==> src/rtl/mul_div_pkg.sv <==
// Shared definitions for the sequential multiply/divide datapath.
package mul_div_pkg;

  // Controller states shared by the shift-add multiplier and shift-subtract divider
  typedef enum logic [1:0] {
    IDLE = 2'd0,
    CALC = 2'd1,
    FIX  = 2'd2
  } state_t;

  // Quotient reported for a zero divisor; sliced down to the datapath width
  localparam logic [1023:0] DIV_ZERO_Q = '1;

  // Bits needed for an iteration counter that holds the value w
  function automatic int cnt_width(input int w);
    return $clog2(w + 1);
  endfunction

endpackage

==> src/rtl/div_shft_sub_twos_abs.sv <==
// Conditional two's-complement negate: magnitude extraction and sign restoration.
module twos_abs #(
  parameter int WIDTH = 32
) (
  input  logic             neg,
  input  logic [WIDTH-1:0] a,
  output logic [WIDTH-1:0] y
);

  // Negating the most negative value wraps to itself, which reads correctly as unsigned
  assign y = neg ? (~a + 1'b1) : a;

endmodule

==> src/rtl/div_shft_sub.sv <==
// Restoring shift-subtract divider, one quotient bit per clock, signed/unsigned.
module div_shft_sub
  import mul_div_pkg::*;
#(
  parameter int WIDTH = 32
) (
  input  logic             clk,
  input  logic             rst_n,
  input  logic             start,
  input  logic             sign,
  input  logic [WIDTH-1:0] dividend,
  input  logic [WIDTH-1:0] divisor,
  output logic             ready,
  output logic [WIDTH-1:0] quotient,
  output logic [WIDTH-1:0] remainder,
  output logic             div_by_zero
);

  localparam int CW = cnt_width(WIDTH);

  state_t          state;
  logic [CW-1:0]   cnt;
  // Partial remainder is always below the divisor magnitude after an iteration,
  // so WIDTH bits hold it; the extra bit only exists in the shifted trial value.
  logic [WIDTH-1:0] rem_part;
  logic [WIDTH-1:0] quo_part;
  logic [WIDTH-1:0] dvsr_mag;
  logic [WIDTH-1:0] dvnd_orig;
  logic             q_neg;
  logic             r_neg;
  logic             zero_div;

  logic [WIDTH-1:0] dvnd_abs;
  logic [WIDTH-1:0] dvsr_abs;
  logic [WIDTH-1:0] q_fix;
  logic [WIDTH-1:0] r_fix;
  logic [WIDTH:0]   rem_shift;
  logic [WIDTH:0]   trial;

  twos_abs #(.WIDTH(WIDTH)) u_abs_dvnd (
    .neg (sign & dividend[WIDTH-1]),
    .a   (dividend),
    .y   (dvnd_abs)
  );

  twos_abs #(.WIDTH(WIDTH)) u_abs_dvsr (
    .neg (sign & divisor[WIDTH-1]),
    .a   (divisor),
    .y   (dvsr_abs)
  );

  twos_abs #(.WIDTH(WIDTH)) u_fix_quo (
    .neg (q_neg),
    .a   (quo_part),
    .y   (q_fix)
  );

  twos_abs #(.WIDTH(WIDTH)) u_fix_rem (
    .neg (r_neg),
    .a   (rem_part),
    .y   (r_fix)
  );

  // Shift the next dividend bit into the partial remainder and try subtracting
  always_comb begin
    rem_shift = {rem_part, quo_part[WIDTH-1]};
    trial     = rem_shift - {1'b0, dvsr_mag};
  end

  // Controller and datapath: load, iterate WIDTH times, then sign-fix into outputs
  always_ff @(posedge clk or negedge rst_n) begin
    if (!rst_n) begin
      state       <= IDLE;
      ready       <= 1'b1;
      cnt         <= '0;
      rem_part    <= '0;
      quo_part    <= '0;
      dvsr_mag    <= '0;
      dvnd_orig   <= '0;
      q_neg       <= 1'b0;
      r_neg       <= 1'b0;
      zero_div    <= 1'b0;
      quotient    <= '0;
      remainder   <= '0;
      div_by_zero <= 1'b0;
    end else begin
      case (state)
        IDLE: begin
          if (start) begin
            rem_part  <= '0;
            quo_part  <= dvnd_abs;
            dvsr_mag  <= dvsr_abs;
            dvnd_orig <= dividend;
            q_neg     <= sign & (dividend[WIDTH-1] ^ divisor[WIDTH-1]);
            r_neg     <= sign & dividend[WIDTH-1];
            zero_div  <= (divisor == '0);
            cnt       <= CW'(WIDTH);
            ready     <= 1'b0;
            state     <= CALC;
          end
        end
        CALC: begin
          // A clear sign bit on the trial means the subtraction fits
          rem_part <= trial[WIDTH] ? rem_shift[WIDTH-1:0] : trial[WIDTH-1:0];
          quo_part <= {quo_part[WIDTH-2:0], ~trial[WIDTH]};
          cnt      <= cnt - 1'b1;
          if (cnt == CW'(1)) begin
            state <= FIX;
          end
        end
        FIX: begin
          if (zero_div) begin
            quotient    <= DIV_ZERO_Q[WIDTH-1:0];
            remainder   <= dvnd_orig;
            div_by_zero <= 1'b1;
          end else begin
            quotient    <= q_fix;
            remainder   <= r_fix;
            div_by_zero <= 1'b0;
          end
          ready <= 1'b1;
          state <= IDLE;
        end
        default: begin
          ready <= 1'b1;
          state <= IDLE;
        end
      endcase
    end
  end

endmodule

==> config.mk <==
export PLATFORM = sky130hd
export DESIGN_NAME = div_shft_sub
export DESIGN_NICKNAME = d
export VERILOG_FILES = /design/src/rtl/mul_div_pkg.sv /design/src/rtl/div_shft_sub_twos_abs.sv /design/src/rtl/div_shft_sub.sv
export SDC_FILE = /design/constraint.sdc
export NUM_CORES = 1
export LEC_CHECK = 0
export BUFFER_PORTS_ARGS = -buffer_cell sky130_fd_sc_hd__buf_2
export CORE_AREA = 2 2 153 155
export CTS_BUF_LIST = sky130_fd_sc_hd__clkbuf_2
export CTS_CLUSTER_SIZE = 20
export DETAILED_ROUTE_END_ITERATION = 12
export DIE_AREA = 0 0 155 157
export PLACE_DENSITY = 0.81
export SETUP_SLACK_MARGIN = 0.1
export SYNTH_ARGS = -nofsm -noshare
export SYNTH_HDL_FRONTEND = slang
export SYNTH_SLANG_ARGS = --single-unit
==> constraint.sdc <==
create_clock -name clk -period 3.1 [get_ports clk]
set_clock_uncertainty 0.05 [all_clocks]
set_input_delay 0.62 -clock clk [delete_from_list [all_inputs] [get_ports clk]]
set_output_delay 0.62 -clock clk [all_outputs]
set_load 0.02 [all_outputs]
# Yosys cells after proc, flatten, opt, wreduce, memory -nomap -nowiden
# Cells that the tools add are included.
# word_totals
regBits	205
output_inout_bits	66
word_cells	60
# op_classes
add_sub_neg	6
eq_ne	5
n_mux	19
bitwise_logic	10
reduce_logical	7
# ops
operator	count
$mux W32	9
$add A32 B1 Y32 const B	4
$not A32 Y32	4
$pmux W32 S2	2
$sub A33 B32 Y33	1
$logic_not A32 Y1	1
$pmux W6 S2	1
$reduce_and A2 Y1	4
$eq A6 B1 Y1 const B	1
$mux W6	1
$sub A6 B1 Y6 const B	1
$mux W2	2
$ne A2 B2 Y1 const B	2
$pmux W2 S2	1
$and A1 B1 Y1	3
$eq A2 B1 Y1 const B	1
$eq A2 B2 Y1 const B	1
$logic_not A2 Y1	1
$mux W1	2
$not A1 Y1	2
$pmux W1 S2	1
$reduce_bool A2 Y1	1
$xor A1 B1 Y1	1

# Longest topological paths before layout
# Gate-level depths: netlist of the first run.
# depth
ltp_word	5
mapped_depth	14

# Modules after synthesis
# Synthesis of the first run repeated with hierarchy kept, for this count alone.
# hier_totals
cells_unflattened	1605
hier_area_um2	13872.1
# modules_own_cells
mod	instances	cells_per_inst	area_per_inst_um2	seq_area_each_um2
div_shft_sub	1	1209	10764.1	5131.2
twos_abs	4	99	777.0	0.0

# Worst setup path after synthesis of the first run
# OpenSTA, ideal clock, no wires.
# synth_timing
kind	flip-flop to flip-flop
start	register quo_part[31]
end	register rem_part[19]
setup_ps	121
arrival_time_ps	3060
required_time_ps	2929
setup_slack_ps	-131
stages_incl_launch_ff	14
n_path_buf	2
synth_period_minus_slack_ps	3231
cell_sequence	dfrtp_1 > inv_1 > ha_1 > fa_1 > nor2b_1 > o31ai_1 > a211o_1 > a211oi_1 > o41a_1 > o221a_2 > clkbuf_1 > clkbuf_1 > o21ai_0 > a22o_1
# synth_via
elab_chain_cells	3
# synth_rtl
element	line_no	text
from (decl)	div_shft_sub.sv:26	logic [WIDTH-1:0] quo_part;
from (signal assigned)	div_shft_sub.sv:91	quo_part <= dvnd_abs;
from (signal assigned)	div_shft_sub.sv:105	quo_part <= {quo_part[WIDTH-2:0], ~trial[WIDTH]};
$sub A33 B32 Y33	div_shft_sub.sv:67	trial = rem_shift - {1'b0, dvsr_mag};
$mux W32	div_shft_sub.sv:104	rem_part <= trial[WIDTH] ? rem_shift[WIDTH-1:0] : trial[WIDTH-1:0];
$pmux W32 S2	div_shft_sub.sv:87	case (state)
to (signal assigned)	div_shft_sub.sv:104	
to (decl)	div_shft_sub.sv:25	logic [WIDTH-1:0] rem_part;
# Every way passes these cells.
# A chain may end at the register's enable or synchronous reset.

# Final worst setup path of the first run
# layout_timing
start	register dvsr_mag[0]
end	register rem_part[13]
# layout_via
elab_chain_cells	3
# layout_rtl
element	line_no	text
from (decl)	div_shft_sub.sv:27	logic [WIDTH-1:0] dvsr_mag;
from (signal assigned)	div_shft_sub.sv:92	dvsr_mag <= dvsr_abs;
$sub A33 B32 Y33	div_shft_sub.sv:67	
$mux W32	div_shft_sub.sv:104	
$pmux W32 S2	div_shft_sub.sv:87	
# Every way passes these cells.

==> results of run 1 <==
-- layer usage --
metal / track usage (%) / vias up
met5: 0 / -
met4: 12.39 / 0
met3: 5.396 / 107
met2: 49.82 / 531
met1: 38.44 / 5799
li1: - / 5838
-- flip-flops by register name, indices dropped and copies added (netlist names) --
| name | count |
|---|---|
| cnt | 6 |
| div_by_zero | 1 |
| dvnd_orig | 32 |
| dvsr_mag | 32 |
| q_neg | 1 |
| quo_part | 32 |
| quotient | 32 |
| r_neg | 1 |
| ready | 1 |
| rem_part | 32 |
| remainder | 32 |
| state | 2 |
| zero_div | 1 |
-- worst max-delay path by stage --
stage | from | endpoint | slack [ns]
2_1_floorplan | rem_part[12]$_DFFE_PN0P_ | rem_part[19]$_DFFE_PN0P_ | 0.11
3_3_place_gp | dividend[4] | quo_part[29]$_DFFE_PN0P_ | -0.11
3_5_place_dp | dividend[4] | quo_part[29]$_DFFE_PN0P_ | -0.18
4_1_cts | dvsr_mag[2]$_DFFE_PN0P_ | rem_part[10]$_DFFE_PN0P_ | 0.01
5_1_grt | quo_part[31]$_DFFE_PN0P_ | rem_part[13]$_DFFE_PN0P_ | -0.12
6_report | dvsr_mag[0]$_DFFE_PN0P_ | rem_part[13]$_DFFE_PN0P_ | -0.04
-- power by group --
group          internal (mW)  total (mW)  leakage [nW]  switching (mW)
Sequential              3.89        4.97          2.63            1.07
Clock                  0.696        1.78         0.334            1.09
Combinational           5.48        12.3          4.43            6.77
-- cells in the final DEF (no fill, tap or decap), drive strengths merged, types with 16 or more instances in the layout --
master,instances
buf,274
nand2,248
dfrtp,204
o21ai,181
a21oi,130
nor2,128
xor2,82
clkbuf,77
xnor2,62
inv,55
ha,38
a22oi,27
o31ai,26
dlygate4sd3,24
nor3,21
a21o,20
or4,20
nand3,19
o41ai,17
o22ai,16
-- through the flow --
step,TNS (ns),setup slack [ns]
floorplan,0,0.1112
global placement,-0.2392,-0.1068
detailed placement,-0.7809,-0.1825
CTS,0,0.01475
global route,-1.347,-0.1200
finish,-0.06646,-0.04043
-- cell type report --
class	count	area [um2]
repair buffers	303	2167
diodes	2	5.005
inverters	55	206.4
multi-input cells	1158	7153
fillers	1769	7052
well taps	285	356.6
clock inverters	11	70.07
flip-flops and latches	205	5132
clock buffers	72	360.3
-- worst max-delay path, stage by stage, from the launching register on --
cell and delay (ns):
dfrtp_1 0.42, ha_4 0.18, fa_2 0.37, nor2b_4 0.14, o31ai_2 0.10, a211o_1 0.33
a211oi_2 0.25, buf_4 0.17, o41a_1 0.16, o221a_4 0.33, clkbuf_16 0.18, nor2_1 0.05
a21oi_1 0.15, o21ai_0 0.11
-- repair_timing --
item                       4_1_cts  5_1_grt
hold buffers                    20        4
setup buffers                    9        9
resized for setup               31       41
pin swaps                       11       22
hold endpoints to repair        90        4
cloned                           0        6
setup endpoints to repair       39       46
-- cell families after synthesis --
group | after synthesis
flip-flops | 205
adder cells (fa/ha/maj) | 39
multiplexers | 11
buffers and inverters | 138
AND/OR/NAND/NOR | 498
AO/OA/AOI/OAI | 466
XOR/XNOR | 144
==> impl_metrics.json, run 1 <==
{
  "root_buffer": "clkbuf_2",
  "period_needed_ns": 3.140,
  "track_usage_pct": 29.82,
  "leakage_nw": 7.391,
  "rr_endpoint": "rem_part[13]$_DFFE_PN0P_",
  "avgSynthCellArea_um2": 8.319,
  "yosys.area_share.adder_pct": 3.968,
  "top_layer_used": "met4",
  "r2r_slack_ns": -0.04,
  "antenna_left": 0,
  "whs_endpoint": "dvnd_orig[25]$_DFFE_PN0P_",
  "path_clk_slew_ns": 0.11,
  "synth_top_family_by_area": "compound AO/OA/AOI/OAI gates",
  "ys.flop_type": "dfrtp_1",
  "power.density_nw_per_um2": 1230,
  "finalCoreUtilization_pct": 68.66,
  "yosysWarnings": 0,
  "drtPass1Iterations": 7,
  "hold_class": "in -> reg",
  "ys_ff_latch": 205,
  "status": "finished, violations left",
  "areaGrowthSynthToFinish_pct": 23.74,
  "drive_gt1_share_pct": 23.06,
  "r2r-start": "dvsr_mag[0]$_DFFE_PN0P_",
  "async_flop_share_pct": 100.0,
  "required_ns": 3.74,
  "final_cells": 2091,
  "path_max_fanout": 8,
  "grt_pass1_wl_um": 58000,
  "synth_mux_area_share_pct": 0.8818,
  "dieHeight_um": 157,
  "synthCells": 1501,
  "grt_pass1_vias": 11600,
  "wl_per_cell_um": 18.02,
  "initial_core_util_pct": 55.49,
  "synth_seq_area_share_pct": 41.09,
  "totalPowerFinal_mw": 19.00,
  "critPathKind": "reg -> reg",
  "final_cell_area_um2": 15450,
  "rsz0062_at_grt": "true",
  "drv_cap": 0,
  "setup_viol": 3,
  "fin_ws_ns": -0.04043,
  "clkLatencyLatePin_ns": 0.84,
  "antenna_found_initial": 2,
  "worst_r2r_path_depth": 13,
  "hp-start": "dividend[25]",
  "dp_hpwl_um": 26690,
  "gp_congestion": 0.9437,
  "core_area_um2": 22500,
  "met3RoutedLength_um": 2846,
  "irDropWorstVdd_v": 0.0005554,
  "hold_viol_final": 0,
  "finalMaxSlewViolations": 0,
  "viasPerCell": 5.870,
  "synth.cell_area_um2": 12490,
  "synth_compound_area_share_pct": 22.29,
  "final_nets": 1882,
  "synth-edff-count": 0,
  "worstHoldPathCells": 3,
  "cts_sinks": 205,
  "fmax_mhz": 318.4,
  "max-slew-margin-rel_pct": 21.51,
  "violations": "negative setup slack",
  "worstSetupStartpointType": "flop",
  "holdWs_ns": 0.06710,
  "numCtsBuffers": 52,
  "syn_nets": 1608,
  "worstMarginPinSlew_ns": 1.177,
  "wl_met1_um": 15430,
  "synth_top_area_share_pct": 40.88,
  "yosysTopAreaCell": "dfrtp_1",
  "pin_count": 134,
  "period_share_pct": 101.3,
  "yosys.area_share.simple_pct": 17.49,
  "routed_wl_um": 37680,
  "met2_wirelength_um": 17980,
  "synthTopCellsByCount": "nand2_1, dfrtp_1, o21ai_0, a21oi_1, nor2_1",
  "die_w_um": 155,
  "dr_total_vias": 12280,
  "grt_max_degree": 77,
  "dieArea_um2": 24340,
  "crit_path_end_kind": "flop",
  "htreeDepth": 2,
  "overflow": 0,
  "drc": 0,
  "synthTopCellsByArea": "dfrtp_1, nand2_1, o21ai_0",
  "cts_buffer_depth": 3,
  "dpl_cell_area_um2": 14240,
  "cts_tree": "done",
  "synth_xor_area_share_pct": 10.10,
  "drtIter0Drc": 815,
  "rows": 55,
  "numPortBuffers": 133,
  "cp_data_arrival_time_ns": 3.78,
  "synth_most_common_cell": "nand2_1",
  "dpl.cell_count": 1959,
  "synth.distinct_cells": 65
}
No activity file was read; power rests on OpenSTA's default activity.
==> run 2, diff against run 1 <==
--- a/config.mk
+++ b/config.mk
@@ -6,12 +6,12 @@
 export NUM_CORES = 1
 export LEC_CHECK = 0
 export BUFFER_PORTS_ARGS = -buffer_cell sky130_fd_sc_hd__buf_2
-export CORE_AREA = 2 2 153 155
+export CORE_AREA = 2 2 145 147
 export CTS_BUF_LIST = sky130_fd_sc_hd__clkbuf_2
 export CTS_CLUSTER_SIZE = 20
 export DETAILED_ROUTE_END_ITERATION = 12
-export DIE_AREA = 0 0 155 157
-export PLACE_DENSITY = 0.81
+export DIE_AREA = 0 0 147 149
+export PLACE_DENSITY = 0.85
 export SETUP_SLACK_MARGIN = 0.1
 export SYNTH_ARGS = -nofsm -noshare
 export SYNTH_HDL_FRONTEND = slang
==> constraint.sdc (replaced) <==
create_clock -name clk -period 3 [get_ports clk]
set_clock_uncertainty 0.05 [all_clocks]
set_input_delay 0.6 -clock clk [delete_from_list [all_inputs] [get_ports clk]]
set_output_delay 0.6 -clock clk [all_outputs]
set_load 0.02 [all_outputs]
==> run 2 against run 1 <==
  * The run still ends with negative setup slack left
  * Worst hold slack got worse by 0.025 ns
  * Power increased by 17%
  * Maximum frequency decreased by 2.4%
  * Final cell count increased by 1.1%
  * Die area decreased by 10%
  * Sequential power increased by 4.6%
==> impl_metrics.json, run 2 (synthesis results as in run 1) <==
{
  "status": "finished, violations left",
  "violations": "negative setup slack",
  "hp-start": "divisor[21]",
  "dieHeight_um": 149,
  "hold_class": "in -> reg",
  "drtIter0Drc": 1447,
  "grt_pass1_wl_um": 61220,
  "clkLatencyLatePin_ns": 0.86,
  "fill_cells": 1351,
  "track_usage_pct": 34.66,
  "hold_viol_final": 0,
  "root_buffer": "clkbuf_2",
  "core_area_um2": 20560,
  "finalCoreUtilization_pct": 78.24,
  "fmax_mhz": 310.8,
  "worstSetupStartpointType": "flop",
  "numCtsBuffers": 52,
  "rows": 53,
  "mostFrequentLayoutCells": "nand2_1, dfrtp_1, buf_4, o21ai_0, buf_2",
  "antenna_found_initial": 2,
  "dr_total_vias": 12980,
  "wl_per_cell_um": 19.13,
  "drv_cap": 0,
  "leakage_nw": 7.627,
  "numPortBuffers": 133,
  "cp_data_arrival_time_ns": 3.92,
  "period_share_pct": 107.3,
  "finalMaxSlewViolations": 0,
  "critPathKind": "reg -> reg",
  "final_nets": 1900,
  "holdWs_ns": 0.04197,
  "final_cell_area_um2": 16080,
  "path_clk_slew_ns": 0.16,
  "crit_path_end_kind": "flop",
  "drtPass1Iterations": 8,
  "finalSetupTns_ns": -2.813,
  "fin_ws_ns": -0.2179,
  "overflow": 0,
  "required_ns": 3.70,
  "dpl_cell_area_um2": 14340,
  "drive_gt1_share_pct": 26.18,
  "final_common_cell": "nand2_1",
  "antenna_left": 0,
  "worstMarginPinSlew_ns": 1.363,
  "die_w_um": 147,
  "areaGrowthSynthToFinish_pct": 28.81,
  "crit_start": "quo_part[31]$_DFFE_PN0P_",
  "pre_cts_ws_ns": -0.1472,
  "pin_count": 134,
  "period_needed_ns": 3.218,
  "irDropWorstVdd_v": 0.0006453,
  "initial_core_util_pct": 60.74,
  "htreeDepth": 2,
  "drc": 0,
  "grt_pass1_vias": 12160,
  "viasPerCell": 6.139,
  "setup_viol": 34,
  "cts_tree": "done",
  "dieArea_um2": 21900,
  "max-slew-margin-rel_pct": 9.108,
  "rsz0062_at_grt": "true",
  "dp_hpwl_um": 25980,
  "cts_buffer_depth": 3,
  "routed_wl_um": 40440,
  "power.density_nw_per_um2": 1381,
  "path_max_fanout": 10,
  "r2r-start": "quo_part[31]$_DFFE_PN0P_",
  "cts_sinks": 205,
  "gp_congestion": 0.9486,
  "grt_max_degree": 114
}
-- run 2: changes by cell type in the layout (fill, tap and decap cells not counted), moves of 7 or more --
cell      delta
o21ai_0     -24
o21ai_1     +19
a21oi_1     -18
a21oi_2     +15
buf_4        +9
clkinv_1     +7
-- run 2: power breakdown --
group,internal [mW],leakage (nW),total [mW],switching [mW]
Combinational,6.46,4.58,14.6,8.19
Sequential,4.02,2.63,5.20,1.18
Clock,1.11,0.417,2.37,1.26
Total,11.6,7.63,22.2,10.6
-- run 2: path summary, 6_finish.rpt --
| kind | cells past startpoint | slack, ns | to |
|---|---|---|---|
| worst max-delay path | 15 | -0.22 | rem_part[2]$_DFFE_PN0P_ |
| worst min-delay path | 3 | 0.04 | dvsr_mag[21]$_DFFE_PN0P_ |
| worst max register to register | 15 | -0.22 | rem_part[2]$_DFFE_PN0P_ |
| worst min register to register | 2 | 0.43 | remainder[17]$_DFFE_PN0N_ |
| max in group asynchronous | 3 | 1.93 | dvnd_orig[25]$_DFFE_PN0P_ |
| min in group asynchronous | 2 | 0.22 | remainder[28]$_DFFE_PN0N_ |
-- run 2: area by class of cell --
type,instances,area [um2],share of cell area (%)
sequential,205,5134,31.92
multi-input combinational,1158,7438,46.25
clock buffer,74,370.4,2.303
clock inverter,24,226.5,1.408
tap,275,344.1,2.139
antenna,2,5.005,0.03112
inverter,55,206.4,1.284
timing repair buffer,321,2360,14.67
-- run 2: layer usage --
layer | part of all wire (%) | GRT usage (%) | vias up
met4 | 6.1 | 16.39 | 0
li1 | - | - | 5879
met3 | 9.4 | 6.055 | 223
met2 | 47 | 57.16 | 814
met1 | 38 | 44.89 | 6062
met5 | 0 | 0 | -
-- run 2: stage by stage --
stage               instances  power [mW]
floorplan                1501       12.55
global placement         1960       15.90
detailed placement       1960       16.34
CTS                      2102       19.99
global route             2114       23.49
finish                   2114       22.22
-- run 2: what timing repair did --
action	in CTS	in global routing
pin swaps	13	25
hold buffers	27	0
cloned	3	3
endpoints found under the hold margin	96	0
setup buffers	14	8
setup endpoints to repair	41	53
resized for setup	70	84
-- run 2: critical path: stages (launching register included) --
cell	delay, ns
dfrtp_1	0.42
inv_2	0.10
ha_4	0.16
fa_2	0.24
nor2b_4	0.06
o31ai_4	0.19
a211o_1	0.19
a211oi_2	0.07
buf_4	0.15
o41a_1	0.40
o221a_4	0.32
buf_4	0.17
buf_16	0.15
nor3_4	0.18
a21oi_2	0.06
o21ai_1	0.20
